$ cat src/rtl/bram_arb2.sv
// Two-requester arbiter sharing one BRAM port between a host loader (m0)
// and a CNN engine (m1); round-robin with a bounded burst lock.
module bram_arb2 #(
  parameter int unsigned MAX_LOCK = 16
) (
  input  logic        clk,
  input  logic        rst,
  input  logic        m0_req,
  input  logic        m0_lock,
  input  logic [31:0] m0_addr,
  input  logic [3:0]  m0_we,
  input  logic [31:0] m0_din,
  input  logic        m1_req,
  input  logic        m1_lock,
  input  logic [31:0] m1_addr,
  input  logic [3:0]  m1_we,
  input  logic [31:0] m1_din,
  output logic        m0_gnt,
  output logic        m1_gnt,
  output logic [31:0] m0_dout,
  output logic [31:0] m1_dout,
  output logic        m0_rvalid,
  output logic        m1_rvalid,
  output logic [31:0] bram_addr,
  output logic [3:0]  bram_we,
  output logic        bram_en,
  output logic [31:0] bram_din,
  input  logic [31:0] bram_dout
);

  typedef enum logic [1:0] {
    IDLE,
    OWN0,
    OWN1
  } state_t;

  localparam logic [7:0] LOCK_LIM = 8'(MAX_LOCK - 1);

  state_t      state;
  state_t      state_nxt;
  logic        last_served;
  logic        lock_q;
  logic [7:0]  lock_cnt;
  logic        tag_v;
  logic        tag_id;
  logic [31:0] hold_addr;
  logic [31:0] hold_din;
  logic        g0;
  logic        g1;
  logic        keep0;
  logic        keep1;
  logic        rpt;

  assign keep0 = (state == OWN0) && m0_req && lock_q
               && (lock_cnt < LOCK_LIM);
  assign keep1 = (state == OWN1) && m1_req && lock_q
               && (lock_cnt < LOCK_LIM);
  assign rpt   = ((state == OWN0) && g0) || ((state == OWN1) && g1);

  always_ff @(posedge clk) begin
    if (rst) begin
      state <= IDLE;
    end else begin
      state <= state_nxt;
    end
  end

  // Lock keeps ownership first; otherwise round-robin on last_served.
  always_comb begin
    g0 = 1'b0;
    g1 = 1'b0;
    if (!rst) begin
      if (keep0) begin
        g0 = 1'b1;
      end else if (keep1) begin
        g1 = 1'b1;
      end else if (m0_req && m1_req) begin
        g0 = last_served;
        g1 = !last_served;
      end else if (m0_req) begin
        g0 = 1'b1;
      end else if (m1_req) begin
        g1 = 1'b1;
      end
    end
    state_nxt = IDLE;
    if (g0) begin
      state_nxt = OWN0;
    end else if (g1) begin
      state_nxt = OWN1;
    end
  end

  always_comb begin
    m0_gnt    = g0;
    m1_gnt    = g1;
    bram_en   = g0 | g1;
    bram_we   = 4'h0;
    bram_addr = hold_addr;
    bram_din  = hold_din;
    if (rst) begin
      bram_addr = 32'h0;
      bram_din  = 32'h0;
    end else if (g1) begin
      bram_we   = m1_we;
      bram_addr = m1_addr;
      bram_din  = m1_din;
    end else if (g0) begin
      bram_we   = m0_we;
      bram_addr = m0_addr;
      bram_din  = m0_din;
    end
    // Gating on rst drops a return already tagged when reset hits.
    m0_rvalid = tag_v && !tag_id && !rst;
    m1_rvalid = tag_v && tag_id && !rst;
    m0_dout   = bram_dout;
    m1_dout   = bram_dout;
  end

  always_ff @(posedge clk) begin
    if (rst) begin
      last_served <= 1'b1;
      lock_q      <= 1'b0;
      lock_cnt    <= 8'h0;
      tag_v       <= 1'b0;
      tag_id      <= 1'b0;
      hold_addr   <= 32'h0;
      hold_din    <= 32'h0;
    end else begin
      tag_v  <= bram_en && (bram_we == 4'h0);
      tag_id <= g1;
      if (rpt) begin
        if (lock_cnt != 8'hFF) begin
          lock_cnt <= lock_cnt + 8'h1;
        end
      end else begin
        lock_cnt <= 8'h0;
      end
      if (bram_en) begin
        last_served <= g1;
        lock_q      <= g1 ? m1_lock : m0_lock;
        hold_addr   <= bram_addr;
        hold_din    <= bram_din;
      end
    end
  end

endmodule

$ cat config.mk
export PLATFORM = sky130hd
export DESIGN_NAME = bram_arb2
export DESIGN_NICKNAME = d
export VERILOG_FILES = /design/src/rtl/bram_arb2.sv
export SDC_FILE = /design/constraint.sdc
export NUM_CORES = 1
export LEC_CHECK = 0
export BUFFER_PORTS_ARGS = -buffer_cell sky130_fd_sc_hd__buf_4
export CAP_MARGIN = 20
export CORE_AREA = 3 3 120 122
export CTS_CLUSTER_DIAMETER = 200
export DETAILED_ROUTE_END_ITERATION = 10
export DIE_AREA = 0 0 123 125
export PLACE_DENSITY = 0.66
export SLEW_MARGIN = 25
export SYNTH_ARGS = -nofsm -noshare
export SYNTH_HDL_FRONTEND = slang
export SYNTH_SLANG_ARGS = --single-unit
$ cat constraint.sdc
create_clock -name clk -period 5.74 [get_ports clk]
set_clock_uncertainty 0.05 [all_clocks]
set_input_delay 0.287 -clock clk [delete_from_list [all_inputs] [get_ports clk]]
set_output_delay 0.287 -clock clk [all_outputs]
set_load 0.05 [all_outputs]
* Word-level counts from Yosys, hierarchy flattened
Index checks and enable logic that the tools add are counted.
Word-level totals: register bits 78, bits of input ports 174, output and inout bits 137
Operators by class: add/sub/neg operators 1, $lt $le $gt $ge 1, eq/ne operators 3, multiplexer cells 23, bitwise operators 2, reductions and logical operators 21
Operators by type and width (number):
- two-way mux 32 bit | 6
- logical AND 1 bit | 14
- two-way mux 1 bit | 13
- two-way mux 4 bit | 3
- adder 8 x 1 -> 8 bit, second input constant | 1
- less-than comparator 8 x 4 -> 1 bit, second input constant | 1
- inequality test 8 bit, second input constant | 1
- logical NOT 4 bit | 1
- OR reduction 2 bit | 2
- logical NOT 1 bit | 3
- equality test 2 x 1 -> 1 bit, second input constant | 1
- equality test 2 bit, second input constant | 1
- two-way mux 2 bit | 1
- logical OR 1 bit | 1
- inverter 1 bit | 1
- bitwise OR 1 bit | 1

* Depth between registers and ports, before layout
word-level depth 12, mapped depth 9, mapped depth without buffers 6

* Least setup slack after synthesis
Ideal clock, no wire load.
kind flip-flop to output port, from reg lock_cnt[4], to out bram_din[10], arrival 2.855 ns, slack 2.548 ns, cell stages (with the launch flop) 7, path buffers 1, path through dfxtp_1 or4b_4 nor4_4 o21ai_2 nor2_1 clkbuf_1 a221o_1
RTL lines:
- from (decl) | RTL line 43 | logic [7:0] lock_cnt;
- from (signal assigned) | RTL line 134 | lock_cnt <= lock_cnt + 8'h1;
- less-than comparator 8 x 4 -> 1 bit * | RTL line 55, 57
- logical AND 1 bit | RTL line 57 | && (lock_cnt < LOCK_LIM);
- two-way mux 1 bit | RTL line 75 | end else if (keep1) begin
- two-way mux 1 bit * | RTL line 73 | if (keep0) begin
- two-way mux 1 bit * | RTL line 72 | if (!rst) begin
- named net m1_gnt | RTL line 19 | output logic m1_gnt,
- two-way mux 32 bit * | RTL line 104 | end else if (g1) begin
- two-way mux 32 bit * | RTL line 101 | if (rst) begin
- to (decl) | RTL line 27 | output logic [31:0] bram_din,
The timed path passes the listed nets; every way through them passes the cells marked *.

* Final worst setup path
from reg lock_cnt[4], to out bram_din[6]
On the way: word-level cells in the longest chain between the ends 8
RTL lines:
- less-than comparator 8 x 4 -> 1 bit * | RTL line 55, 57
- logical AND 1 bit | RTL line 57
- two-way mux 1 bit | RTL line 75
- two-way mux 1 bit | RTL line 73
- two-way mux 1 bit | RTL line 72
- two-way mux 32 bit | RTL line 108 | end else if (g0) begin
- two-way mux 32 bit * | RTL line 104
- two-way mux 32 bit * | RTL line 101
Mark *: on every way between the ends. The rest lies on a longest branch, timed or not.

==> results.py <==
metrics = {
    "pwr": {
        "power_report.internal_total_mw": 1.080,
        "total_leakage_power_nw": 2.683,
        "cellPowerDensity_mw_per_mm2": 266.6,
        "power.net_switching_uw": 492.0,
        "p_sw_share_pct": 31.31,
        "vdd_drop_max_uv": 120.1,
        "power.share.clock_pct": 32.7,
        "seqPwrFrac_pct": 37.8,
        "pwr-share-comb_pct": 29.6,
    },
    "placement": {
        "dpl_cell_area_mm2": 0.005625,
        "routabilityCongestion": 0.7673,
        "dp_cells": 739,
        "hpwl_um": 9208,
        "preCtsSetupSlack_ns": 2.180,
        "port_buffers": 214,
    },
    "critical_path": {
        "cp_num_buf_inv": 2,
        "path_cells": "or4b_4 > or4_4 > a21oi_4 > and2b_4 > buf_12 > a221o_1 > buf_4",
        "crit_path_max_incr_delay_ns": 0.67,
        "reg2reg_slack_ns": 2.62,
        "required_ns": 5.40,
        "cp-end-kind": "output port",
        "r2r_start": "lock_cnt[4]$_SDFFE_PP0P_",
        "crit_family": "simple AND/OR/NAND/NOR gates",
        "cp.arrival_ns": 3.55,
        "worst-setup-path-type": "reg -> out",
        "critPathMaxFanout": 68,
        "worstReg2RegEnd": "hold_addr[0]$_SDFFE_PP0P_",
        "crit_path_start_kind": "register",
        "r2r_cells": 6,
        "slowest_stage": "and2b_4",
    },
    "timing": {
        "maxSlewHeadroom_pct": 49.47,
        "holdWs_ns": 0.1292,
        "fin_ws_ns": 1.852,
        "fmax_mhz": 257.2,
        "finalCritPeriodShare_pct": 67.74,
        "setup-tns-final_ns": 0,
        "drv_slew": 0,
        "rsz0062_at_grt": "false",
        "finalHoldViolations": 0,
        "worst_pin_slew_ns": 0.7580,
        "setup_viol": 0,
        "fin_crit_ns": 3.888,
    },
    "die": {
        "core_mm2": 0.01330,
        "start_util_pct": 33.47,
        "num_io_pins": 311,
        "fp-row-count": 42,
        "die_y_um": 125,
        "die_area_mm2": 0.01538,
        "die_x_um": 123,
    },
    "worst_hold_path": {
        "worst_hold_startpoint": "m1_din[31]",
        "holdPathEnd": "hold_din[31]$_SDFFE_PP0P_",
        "hold_path.class": "in -> reg",
        "worstHoldPathCells": 2,
    },
    "clock_network": {
        "clkTransAtPathRegs_ns": 0.06,
        "clkLatencyLatePin_ns": 0.33,
        "cts.repair.resized": 0,
        "ctsHoldBuffers": 0,
        "cts_setup_buffers": 0,
        "cts-root-buf": "clkbuf_16",
        "cts_tree": "yes",
        "h-tree-depth": 3,
        "cts_sinks": 78,
        "cts_buffers": 9,
        "cts_max_path_buffers": 2,
    },
    "drt": {
        "drt_wl_total_um": 12210,
        "drtIter0Drc": 227,
        "num_vias": 4034,
        "wl_per_cell_um": 16.17,
        "postRouteAntennaNets": 0,
        "dr.pass1.iters": 5,
        "drc": 0,
        "via_per_inst": 5.343,
    },
    "global_routing": {
        "overflow": 0,
        "track_usage_pct": 15.14,
        "grt_pass1_vias": 3846,
        "grt_max_degree": 77,
        "grt_pass1_wl_um": 18760,
        "antenna_found_initial": 0,
    },
    "synth": {
        "yosys.area.top_type": "dfxtp_1",
        "yosys.cell_types.count": 41,
        "ys_ff_latch": 78,
        "synthesis.area_mm2": 0.004449,
        "syn_nets": 620,
        "ys_warn_count": 0,
        "synth_area_leaders": "dfxtp_1 (35%), a221o_1 (29%), buf_4 (11%)",
        "yosysSeqAreaShare_pct": 35.10,
        "syn_inst": 445,
        "syn_area_per_cell_um2": 9.998,
        "post-synth-top-area-fraction_pct": 35.10,
    },
    "job": {
        "maxCapViolations": 0,
    },
    "finish": {
        "seq_area_mm2": 0.001562,
        "diodes": 0,
        "final_area_mm2": 0.005894,
        "finalNetCount": 749,
        "syn2layout_area_growth_pct": 32.48,
        "fill_cells": 1297,
        "instances_no_fill": 755,
        "drive_gt1_share_pct": 41.97,
        "multiInputGateArea_mm2": 0.002180,
    },
    "run_status": {
        "status": "complete, no violations",
    },
}
## per-stage QoR
step	power (mW)	util, %
after detailed placement	1.071	42.31
final	1.571	44.33
after floorplan	1.021	-
after CTS	1.594	44.33
after global routing	1.650	44.33
after global placement	1.066	42.31
## routing by layer
layer  up-vias  GRT usage (%)  wire, um
met5         -              0         0
met4         0          7.231       263
met3        23          4.110       945
met2       157          26.34      6310
met1      1905          16.91      4692
li1       1949              -         -
## cell families (layout without fill, tap and decap cells)
kind of cell / count (synthesis) / after routing / synth area share [%]
AOI/OAI and AO/OA: 151 / 151 / 32.59
buffers and inverters: 103 / 237 / 16.25
muxes: 1 / 1 / 0.2250
and+or+nand+nor: 107 / 107 / 14.76
DFF: 78 / 78 / 35.10
xor gates and xnor gates: 4 / 4 / 0.7875
adders and majority gates: 1 / 1 / 0.2812
## state kept, by name, summed over array words and instances, names as in the netlist
register	count
tag_id	1
last_served	1
lock_cnt	8
hold_addr	32
state	2
tag_v	1
lock_q	1
hold_din	32
## worst reg2reg max path: stages (launching register included)
cell,delay (ns)
dfxtp_1,0.34
or4b_4,0.56
or4_4,0.58
a21oi_4,0.22
and2b_4,0.67
buf_12,0.37
a221o_1,0.26
## worst max-delay path by stage
stage,start,endpoint,slack (ns),cells past startpoint
after CTS,lock_cnt[4]$_SDFFE_PP0P_,bram_din[6],1.81,7
after detailed placement,lock_cnt[4]$_SDFFE_PP0P_,bram_din[6],2.18,7
final,lock_cnt[4]$_SDFFE_PP0P_,bram_din[6],1.85,7
after global routing,lock_cnt[4]$_SDFFE_PP0P_,bram_din[6],1.63,7
after floorplan,lock_cnt[4]$_SDFFE_PP0P_,bram_din[10],2.55,6
after global placement,lock_cnt[4]$_SDFFE_PP0P_,bram_din[6],2.25,7
## final cells by class
cell class | count | area share (%)
Timing Repair Buffer | 219 | 28.10
Sequential cell | 78 | 26.49
Tap cell | 176 | 3.736
Multi-Input combinational cell | 264 | 36.98
Clock buffer | 12 | 4.182
Clock inverter | 4 | 0.3821
Inverter | 2 | 0.1274
## cells in the final DEF, fill, tap and decap left out, drive strengths merged, types with 2 or more instances in the layout
cell / n
a21oi: 8
inv: 2
xor2: 3
nor3: 2
and3: 3
nand2b: 2
dfxtp: 78
nand3: 2
and2: 66
a221o: 129
o21ai: 4
clkbuf: 12
clkinv: 3
nor2b: 3
a22oi: 3
nand3b: 2
nand4: 2
nor2: 16
buf: 219
## synth_stat cells
cell	n
a311oi_1	1
xnor2_1	1
or3_1	1
nand4_1	2
nor3_1	2
buf_2	14
xor2_1	3
or4_4	1
a211oi_1	1
nand2_1	1
nand2b_1	2
a21oi_1	7
and3_1	3
a21oi_4	1
and2b_1	1
nand3b_1	2
nor2_1	16
dfxtp_1	78
nand3_1	2
o221a_2	1
buf_6	10
a221o_1	129
mux2i_1	1
a22o_1	1
buf_4	65
inv_1	2
o21ai_0	3
nor2b_1	3
nor4_4	1
o21bai_1	1
or2_2	1
clkbuf_1	12
o21a_1	1
o21ai_2	1
nor3b_1	1
and2_1	66
or4b_4	1
and3b_1	1
o211a_1	1
a22oi_1	3
ha_1	1
## power groups by stage
stage                     clock [mW]  sequential [mW]  combinational, mW
after floorplan                    0            0.602              0.419
after global placement             0            0.604              0.462
after detailed placement           0            0.605              0.466
after CTS                      0.533            0.594              0.468
after global routing           0.560            0.598              0.492
final                          0.513            0.594              0.465
Power figures use the tool's default switching activity.
